$ cat src/rtl/cpu_pkg.sv
// Shared CPU definitions: WB control-field offsets, WB retire state encoding,
// common widths and the default halt-drain length.
package cpu_pkg;

    // Datapath and field widths
    localparam int unsigned XLEN        = 16;
    localparam int unsigned RD_W        = 4;
    localparam int unsigned WB_SIG_W    = 8;
    localparam int unsigned DRAIN_CNT_W = 4;

    // Bit offsets inside MEM_WB_WB_signals = {rd[3:0], RegWrite, MemtoReg, HLT, PCS}
    localparam int unsigned RD_MSB   = 7;
    localparam int unsigned RD_LSB   = 4;
    localparam int unsigned REGWRITE = 3;
    localparam int unsigned MEMTOREG = 2;
    localparam int unsigned HLT      = 1;
    localparam int unsigned PCS      = 0;

    // Cycles spent draining after a retiring HLT (legal 1..15)
    localparam int unsigned DRAIN_CYCLES_DEFAULT = 2;

    // Retire-unit state encoding
    typedef enum logic [1:0] {
        ST_RUN    = 2'b00,
        ST_DRAIN  = 2'b01,
        ST_HALTED = 2'b10
    } wb_state_e;

endpackage

$ cat src/rtl/wb_sat_counter.sv
// Saturating up-counter used for the retire-stage performance counters.
module wb_sat_counter #(
    parameter int unsigned CNT_WIDTH = 32
) (
    input  logic                 clk,
    input  logic                 rst_n,
    input  logic                 i_en,
    output logic [CNT_WIDTH-1:0] o_cnt
);

    logic [CNT_WIDTH-1:0] r_cnt;

    // Count enabled cycles, sticking at all-ones instead of wrapping
    always_ff @(posedge clk or negedge rst_n) begin
        if (!rst_n) begin
            r_cnt <= '0;
        end else if (i_en && (r_cnt != '1)) begin
            r_cnt <= r_cnt + CNT_WIDTH'(1);
        end
    end

    assign o_cnt = r_cnt;

endmodule

$ cat src/rtl/wb_retire_unit.sv
// Write-back / retire stage: write-back select, register-file write port,
// deferred D-cache LRU update and the halt drain sequence.
// Optional performance counters are built when WB_PERF_CNT_EN is defined;
// otherwise retired_cnt and cycle_cnt are tied to zero.
module wb_retire_unit
    import cpu_pkg::*;
#(
    parameter int unsigned DRAIN_CYCLES = DRAIN_CYCLES_DEFAULT,
    parameter int unsigned CNT_WIDTH    = 32
) (
    input  logic                 clk,
    input  logic                 rst_n,
    input  logic                 MEM_WB_valid,
    input  logic [XLEN-1:0]      MEM_WB_PC_next,
    input  logic [XLEN-1:0]      MEM_WB_ALU_out,
    input  logic [XLEN-1:0]      MEM_WB_MemData,
    input  logic                 MEM_WB_MemEnable,
    input  logic                 MEM_WB_first_tag_LRU,
    input  logic                 MEM_WB_first_match,
    input  logic                 MEM_WB_DCACHE_hit,
    input  logic [WB_SIG_W-1:0]  MEM_WB_WB_signals,
    output logic                 rf_wen,
    output logic [RD_W-1:0]      rf_waddr,
    output logic [XLEN-1:0]      rf_wdata,
    output logic                 lru_upd_en,
    output logic                 lru_upd_first_lru,
    output logic                 hlt,
    output logic [CNT_WIDTH-1:0] retired_cnt,
    output logic [CNT_WIDTH-1:0] cycle_cnt
);

    wb_state_e              r_state;
    logic [DRAIN_CNT_W-1:0] r_drain_cnt;
    logic                   r_hlt;
    logic                   r_lru_upd_en;
    logic                   r_lru_first;

    logic [RD_W-1:0]        w_rd;
    logic                   w_regwrite;
    logic                   w_memtoreg;
    logic                   w_hlt_bit;
    logic                   w_pcs;
    logic                   w_run;
    logic                   w_accepted;
    logic                   w_lru_hit;
    logic                   w_unused_first_tag_lru;

    // Way-0 LRU at access time is not needed: the hit way alone decides the new LRU
    assign w_unused_first_tag_lru = &{1'b1, MEM_WB_first_tag_LRU};

    assign w_rd       = MEM_WB_WB_signals[RD_MSB:RD_LSB];
    assign w_regwrite = MEM_WB_WB_signals[REGWRITE];
    assign w_memtoreg = MEM_WB_WB_signals[MEMTOREG];
    assign w_hlt_bit  = MEM_WB_WB_signals[HLT];
    assign w_pcs      = MEM_WB_WB_signals[PCS];

    assign w_run      = (r_state == ST_RUN);
    assign w_accepted = MEM_WB_valid & w_run;
    assign w_lru_hit  = w_accepted & MEM_WB_MemEnable & MEM_WB_DCACHE_hit;

    // Write-back select and RF write port; PCS wins over MemtoReg, R0 never written
    assign rf_wdata = w_pcs      ? MEM_WB_PC_next :
                      w_memtoreg ? MEM_WB_MemData : MEM_WB_ALU_out;
    assign rf_waddr = w_rd;
    assign rf_wen   = w_accepted & w_regwrite & ~w_hlt_bit & (w_rd != '0);

    // One-cycle-deferred LRU update; a hit in way 0 makes way 1 least recent
    always_ff @(posedge clk or negedge rst_n) begin
        if (!rst_n) begin
            r_lru_upd_en <= 1'b0;
            r_lru_first  <= 1'b0;
        end else if (w_lru_hit) begin
            r_lru_upd_en <= 1'b1;
            r_lru_first  <= ~MEM_WB_first_match;
        end else begin
            r_lru_upd_en <= 1'b0;
        end
    end

    // Halt sequencing: RUN -> DRAIN for DRAIN_CYCLES cycles -> HALTED (absorbing)
    always_ff @(posedge clk or negedge rst_n) begin
        if (!rst_n) begin
            r_state     <= ST_RUN;
            r_drain_cnt <= '0;
            r_hlt       <= 1'b0;
        end else begin
            unique case (r_state)
                ST_RUN: begin
                    if (w_accepted && w_hlt_bit) begin
                        r_state     <= ST_DRAIN;
                        r_drain_cnt <= DRAIN_CNT_W'(DRAIN_CYCLES - 1);
                    end
                end
                ST_DRAIN: begin
                    if (r_drain_cnt == '0) begin
                        r_state <= ST_HALTED;
                        r_hlt   <= 1'b1;
                    end else begin
                        r_drain_cnt <= r_drain_cnt - DRAIN_CNT_W'(1);
                    end
                end
                ST_HALTED: begin
                    r_hlt <= 1'b1;
                end
                default: begin
                    r_state     <= ST_RUN;
                    r_drain_cnt <= '0;
                    r_hlt       <= 1'b0;
                end
            endcase
        end
    end

    assign lru_upd_en        = r_lru_upd_en;
    assign lru_upd_first_lru = r_lru_first;
    assign hlt               = r_hlt;

`ifdef WB_PERF_CNT_EN
    // Retired-instruction and pre-halt cycle counters
    wb_sat_counter #(
        .CNT_WIDTH (CNT_WIDTH)
    ) u_retired_cnt (
        .clk   (clk),
        .rst_n (rst_n),
        .i_en  (w_accepted),
        .o_cnt (retired_cnt)
    );

    wb_sat_counter #(
        .CNT_WIDTH (CNT_WIDTH)
    ) u_cycle_cnt (
        .clk   (clk),
        .rst_n (rst_n),
        .i_en  (r_state != ST_HALTED),
        .o_cnt (cycle_cnt)
    );
`else
    assign retired_cnt = '0;
    assign cycle_cnt   = '0;
`endif

endmodule
$ cat config.mk
export PLATFORM = sky130hd
export DESIGN_NAME = wb_retire_unit
export DESIGN_NICKNAME = d
export VERILOG_FILES = /design/src/rtl/cpu_pkg.sv /design/src/rtl/wb_sat_counter.sv /design/src/rtl/wb_retire_unit.sv
export SDC_FILE = /design/constraint.sdc
export NUM_CORES = 1
export LEC_CHECK = 0
export CAP_MARGIN = 40
export CORE_MARGIN = 10
export CORE_UTILIZATION = 29
export CTS_BUF_LIST = sky130_fd_sc_hd__clkbuf_4
export CTS_CLUSTER_DIAMETER = 120
export DETAILED_ROUTE_END_ITERATION = 10
export PLACE_DENSITY = 0.94
export REMOVE_ABC_BUFFERS = 1
export SYNTH_ARGS = -nofsm -noshare
export SYNTH_HDL_FRONTEND = slang
export SYNTH_SLANG_ARGS = --single-unit
$ cat constraint.sdc
create_clock -name clk -period 2.4 [get_ports clk]
set_input_delay 0.48 -clock clk [delete_from_list [all_inputs] [get_ports clk]]
set_output_delay 0.48 -clock clk [all_outputs]
set_load 0.01 [all_outputs]
[Word-level counts from Yosys, hierarchy flattened]
Cells that the tools add are included.
Word-level totals
  register bits: 9
  bits of input ports: 63
  output and inout bits: 88
  logic and storage cells: 39
Operators by class
  add/sub/neg operators: 1
  equal/unequal tests: 5
  mux-type cells: 11
  bitwise operators: 10
  reductions and logical operators: 7
Operators by type and width (count)
  two-way mux 16 bit: 2
  case mux 4 bit (3 select lines): 1
  two-way mux 4 bit: 2
  bitwise AND 1 bit: 6
  case mux 2 bit (3 select lines): 1
  AND reduction 3 bit: 2
  logical NOT 4 bit: 1
  two-way mux 2 bit: 2
  != test 2 bit (second input constant): 2
  inverter 1 bit: 4
  nonzero test 4 bit: 1
  subtractor 4 x 1 -> 4 bit (second input constant): 1
  case mux 1 bit (3 select lines): 1
  equality test 2 x 1 -> 1 bit (second input constant): 1
  equality test 2 bit (second input constant): 1
  logical NOT 2 bit: 1
  two-way mux 1 bit: 2
  != test 2 x 1 -> 1 bit (second input constant): 1
  AND reduction 2 bit: 1
  logical AND 1 bit: 1

[Logic depth before layout (Yosys ltp)]
Gate-level depths: netlist of run 1.
  word-level depth: 5
  mapped depth: 6

[Least setup slack after synthesis of run 1]
No wires, ideal clock.
  path type: input to output
  start: input MEM_WB_WB_signals[2]
  end: output rf_wdata[10]
  data arrival time: 1.322 ns
  data required time: 1.920 ns
  path slack: 0.598 ns
  cell stages on the path: 4
  path buffers: 2
  cells stage by stage: buf_2 > buf_2 > mux2i_1 > o21ai_0
On the way
  longest elaborated chain between the ends: 2
RTL lines
  from (decl): RTL line wb_retire_unit.sv:21  | input logic [WB_SIG_W-1:0] MEM_WB_WB_signals,
  two-way mux 16 bit: RTL line wb_retire_unit.sv:63  | w_memtoreg ? MEM_WB_MemData : MEM_WB_ALU_out;
  two-way mux 16 bit: RTL line wb_retire_unit.sv:62  | assign rf_wdata = w_pcs ? MEM_WB_PC_next :
  to (decl): RTL line wb_retire_unit.sv:24  | output logic [XLEN-1:0] rf_wdata,
No other way between the ends.

[Final worst setup path of run 1]
  start: input MEM_WB_WB_signals[2]
  end: output rf_wdata[7]
Same word-level chain as after synthesis.

==> results of run 1 <==
critical path: cells and delay by family:
kind	cells	cell delay (ns)
buf+inv	3	1.00
compound gates	1	0.10
mux	1	0.22
where the power goes:
part,total (mW),switching [mW],internal [mW]
clock network,0.136,0.0606,0.0758
logic,0.773,0.391,0.382
registers,0.274,0.0541,0.220
total,1.18,0.506,0.678
routing by layer:
metal	vias up	share of wire (%)	GRT usage, %
li1	622	-	-
met1	555	32	10.1
met2	80	54	22.0
met3	5	12	3.56
met4	0	0.93	3.03
met5	-	0	0
area by class of cell:
cell class	instances	area (um2)
fill	449	2610
clock buffer	4	30.0
tap	54	67.6
multi-input combinational	151	846
sequential	9	225
timing repair buffer	89	890
inverter	6	22.5
state kept, by name, indices dropped and copies added (netlist names):
| signal | cells |
|---|---|
| lru_upd_first_lru | 1 |
| lru_upd_en | 1 |
| r_state | 2 |
| hlt | 1 |
| r_drain_cnt | 4 |
logic make-up after synthesis:
| logic type | count (synthesis) | synth area share (%) |
|---|---|---|
| buffers and inverters | 80 | 40.1 |
| AND/OR/NAND/NOR | 33 | 11.5 |
| AO/OA/AOI/OAI | 29 | 12.5 |
| multiplexers | 19 | 14.0 |
| flip-flops | 9 | 16.2 |
| adder cells (fa/ha/maj) | 6 | 5.40 |
| other | 1 | 0.270 |
timing repair:
action / CTS / global route
cloned: 0 / 0
resized for setup: 17 / 1
setup endpoints to repair: 16 / 1
final timing paths:
| path | depth (start not counted) | to | slack [ns] |
|---|---|---|---|
| setup / recovery | 5 | rf_wdata[7] | 0.12 |
| hold / removal | 1 | hlt | 0.48 |
| setup reg to reg | 5 | r_state[1] | 0.51 |
| hold reg to reg | 1 | hlt | 0.48 |
| max in group asynchronous | 1 | lru_upd_en | 1.58 |
| min in group asynchronous | 1 | hlt | 0.52 |
layout by cell type, fill, tap and decap left out:
| cell type | n |
|---|---|
| a211o_1 | 1 |
| a211oi_2 | 1 |
| a21boi_1 | 1 |
| a21oi_1 | 1 |
| a22oi_1 | 1 |
| buf_12 | 2 |
| buf_4 | 1 |
| buf_6 | 1 |
| clkbuf_4 | 4 |
| clkdlybuf4s50_1 | 69 |
| conb_1 | 64 |
| dfrtp_1 | 9 |
| dlygate4sd2_1 | 16 |
| ha_1 | 5 |
| ha_2 | 1 |
| inv_1 | 6 |
| mux2_1 | 3 |
| mux2i_1 | 16 |
| nand2_1 | 20 |
| nand3_1 | 1 |
| nand3b_1 | 1 |
| nand4_1 | 1 |
| nand4b_1 | 1 |
| nor2_1 | 2 |
| nor2b_1 | 1 |
| nor3_1 | 1 |
| nor3b_1 | 2 |
| nor4_1 | 1 |
| o211ai_1 | 1 |
| o21ai_0 | 13 |
| o21ai_1 | 7 |
| o221ai_1 | 1 |
| o31ai_1 | 1 |
| o41ai_1 | 1 |
| or2_1 | 1 |
| or3b_4 | 1 |
==> impl_metrics.tcl, run 1 <==
set metrics [dict create \
    crit_start "MEM_WB_WB_signals[2]" \
    cts_tree "built" \
    hold_viol 0 \
    io_pins 151 \
    antenna_found_initial 0 \
    htreeDepth 1 \
    utilization_pct 44.3 \
    fin_crit_sh_pct 94.9 \
    cp-start-kind "primary input" \
    synthTopCellsByArea "buf_4, dfrtp_1, mux2i_1" \
    arrival_ns 1.80 \
    postRouteAntennaNets 0 \
    dp_slack_ns -0.129 \
    critical-path-max-stage-delay_ns 0.54 \
    rows 25 \
    initial_core_util_pct 29.6 \
    grt_pass1_wl_um 6690 \
    clockRootBuffer "clkbuf_4" \
    setup_tns_ns 0 \
    synth_ff_type "dfrtp_1" \
    viasPerCell 4.03 \
    grt_max_degree 19 \
    path_max_fanout 9 \
    hpwl_um 4620 \
    slowest_stage "clkdlybuf4s50_1" \
    design_area_mm2 0.00208 \
    crit_type "primary input to primary output" \
    maxCapViolations 0 \
    numPortBuffers 85 \
    status "finished, final reports clean" \
    final_nets 329 \
    synthesis.area_mm2 0.00139 \
    fin_skew_ns 0.00140 \
    p_leak_nw 1.02 \
    cts_num_sinks 9 \
    drive_gt1_share_pct 4.25 \
    synth_edf_count 0 \
    ys_seq_area_share_pct 16.2 \
    ys_top_cells_by_count "buf_4, nand2_1, mux2i_1" \
    clk_pin_slew_ns 0.06 \
    clock.fmax_mhz 439 \
    slew_viol_final 0 \
    layout.cells.non_filler 313 \
    worst_ep_required_time_ns 1.92 \
    setup_ws_ns 0.123 \
    min_path_type "flip-flop to flip-flop" \
    async_flop_share_pct 100 \
    min_from "hlt" \
    hold_ws_ns 0.483 \
    synth_top_area_share_pct 36.7 \
    gp_congestion 0.894 \
    area_growth_pct 49.7 \
    first_global_vias 1202 \
    r2r-start "r_drain_cnt[0]" \
    die_h_um 89.2 \
    wl_per_cell_um 16.5 \
    vias 1262 \
    antenna_cells 0 \
    clk_latency_ns 0.27 \
    syn_area_per_cell_um2 7.85 \
    ctsLongestPathBuffers 2 \
    placedCellCount 309 \
    min_period_ns 2.28 \
    drc 0 \
    cts-buffers-inserted 3 \
    firstDrtPassIters 4 \
    syn_inst 177 \
    die_w_um 89.2 \
    crit_path_cell_trace "clkdlybuf4s50_1, buf_12, mux2i_1, o21ai_0, dlygate4sd2_1" \
    yosys_warnings 0 \
    routed_wl_um 5160 \
    dieArea_mm2 0.00796 \
    rsz0062_at_grt "false" \
    cp-end-kind "primary output" \
    synth_seq_cells 9 \
    placed_cell_area_mm2 0.00206 \
    core-area_mm2 0.00469 \
    cts_setup_buffers 0 \
    synth_cell_type_count 32 \
    irDropWorstVdd_mv 0.585 \
    synth_most_common_cell "buf_4" \
    holdBufCountCts 0 \
    drt_iter0_markers 19 \
    p_per_area_mw_per_mm2 569 \
    p_total_mw 1.18 \
    grt_use_total_pct 10.9 \
    yosysTopAreaCell "buf_4" \
    finalSetupViolCount 0 \
    grt_overflow 0 \
]
Power figures use the tool's default switching activity.
==> run 2: changes to the inputs <==
- HOLD_SLACK_MARGIN: not set -> 0.12
==> results of run 2 <==
No change in the layout: final DEF, timing and power equal those of run 1.
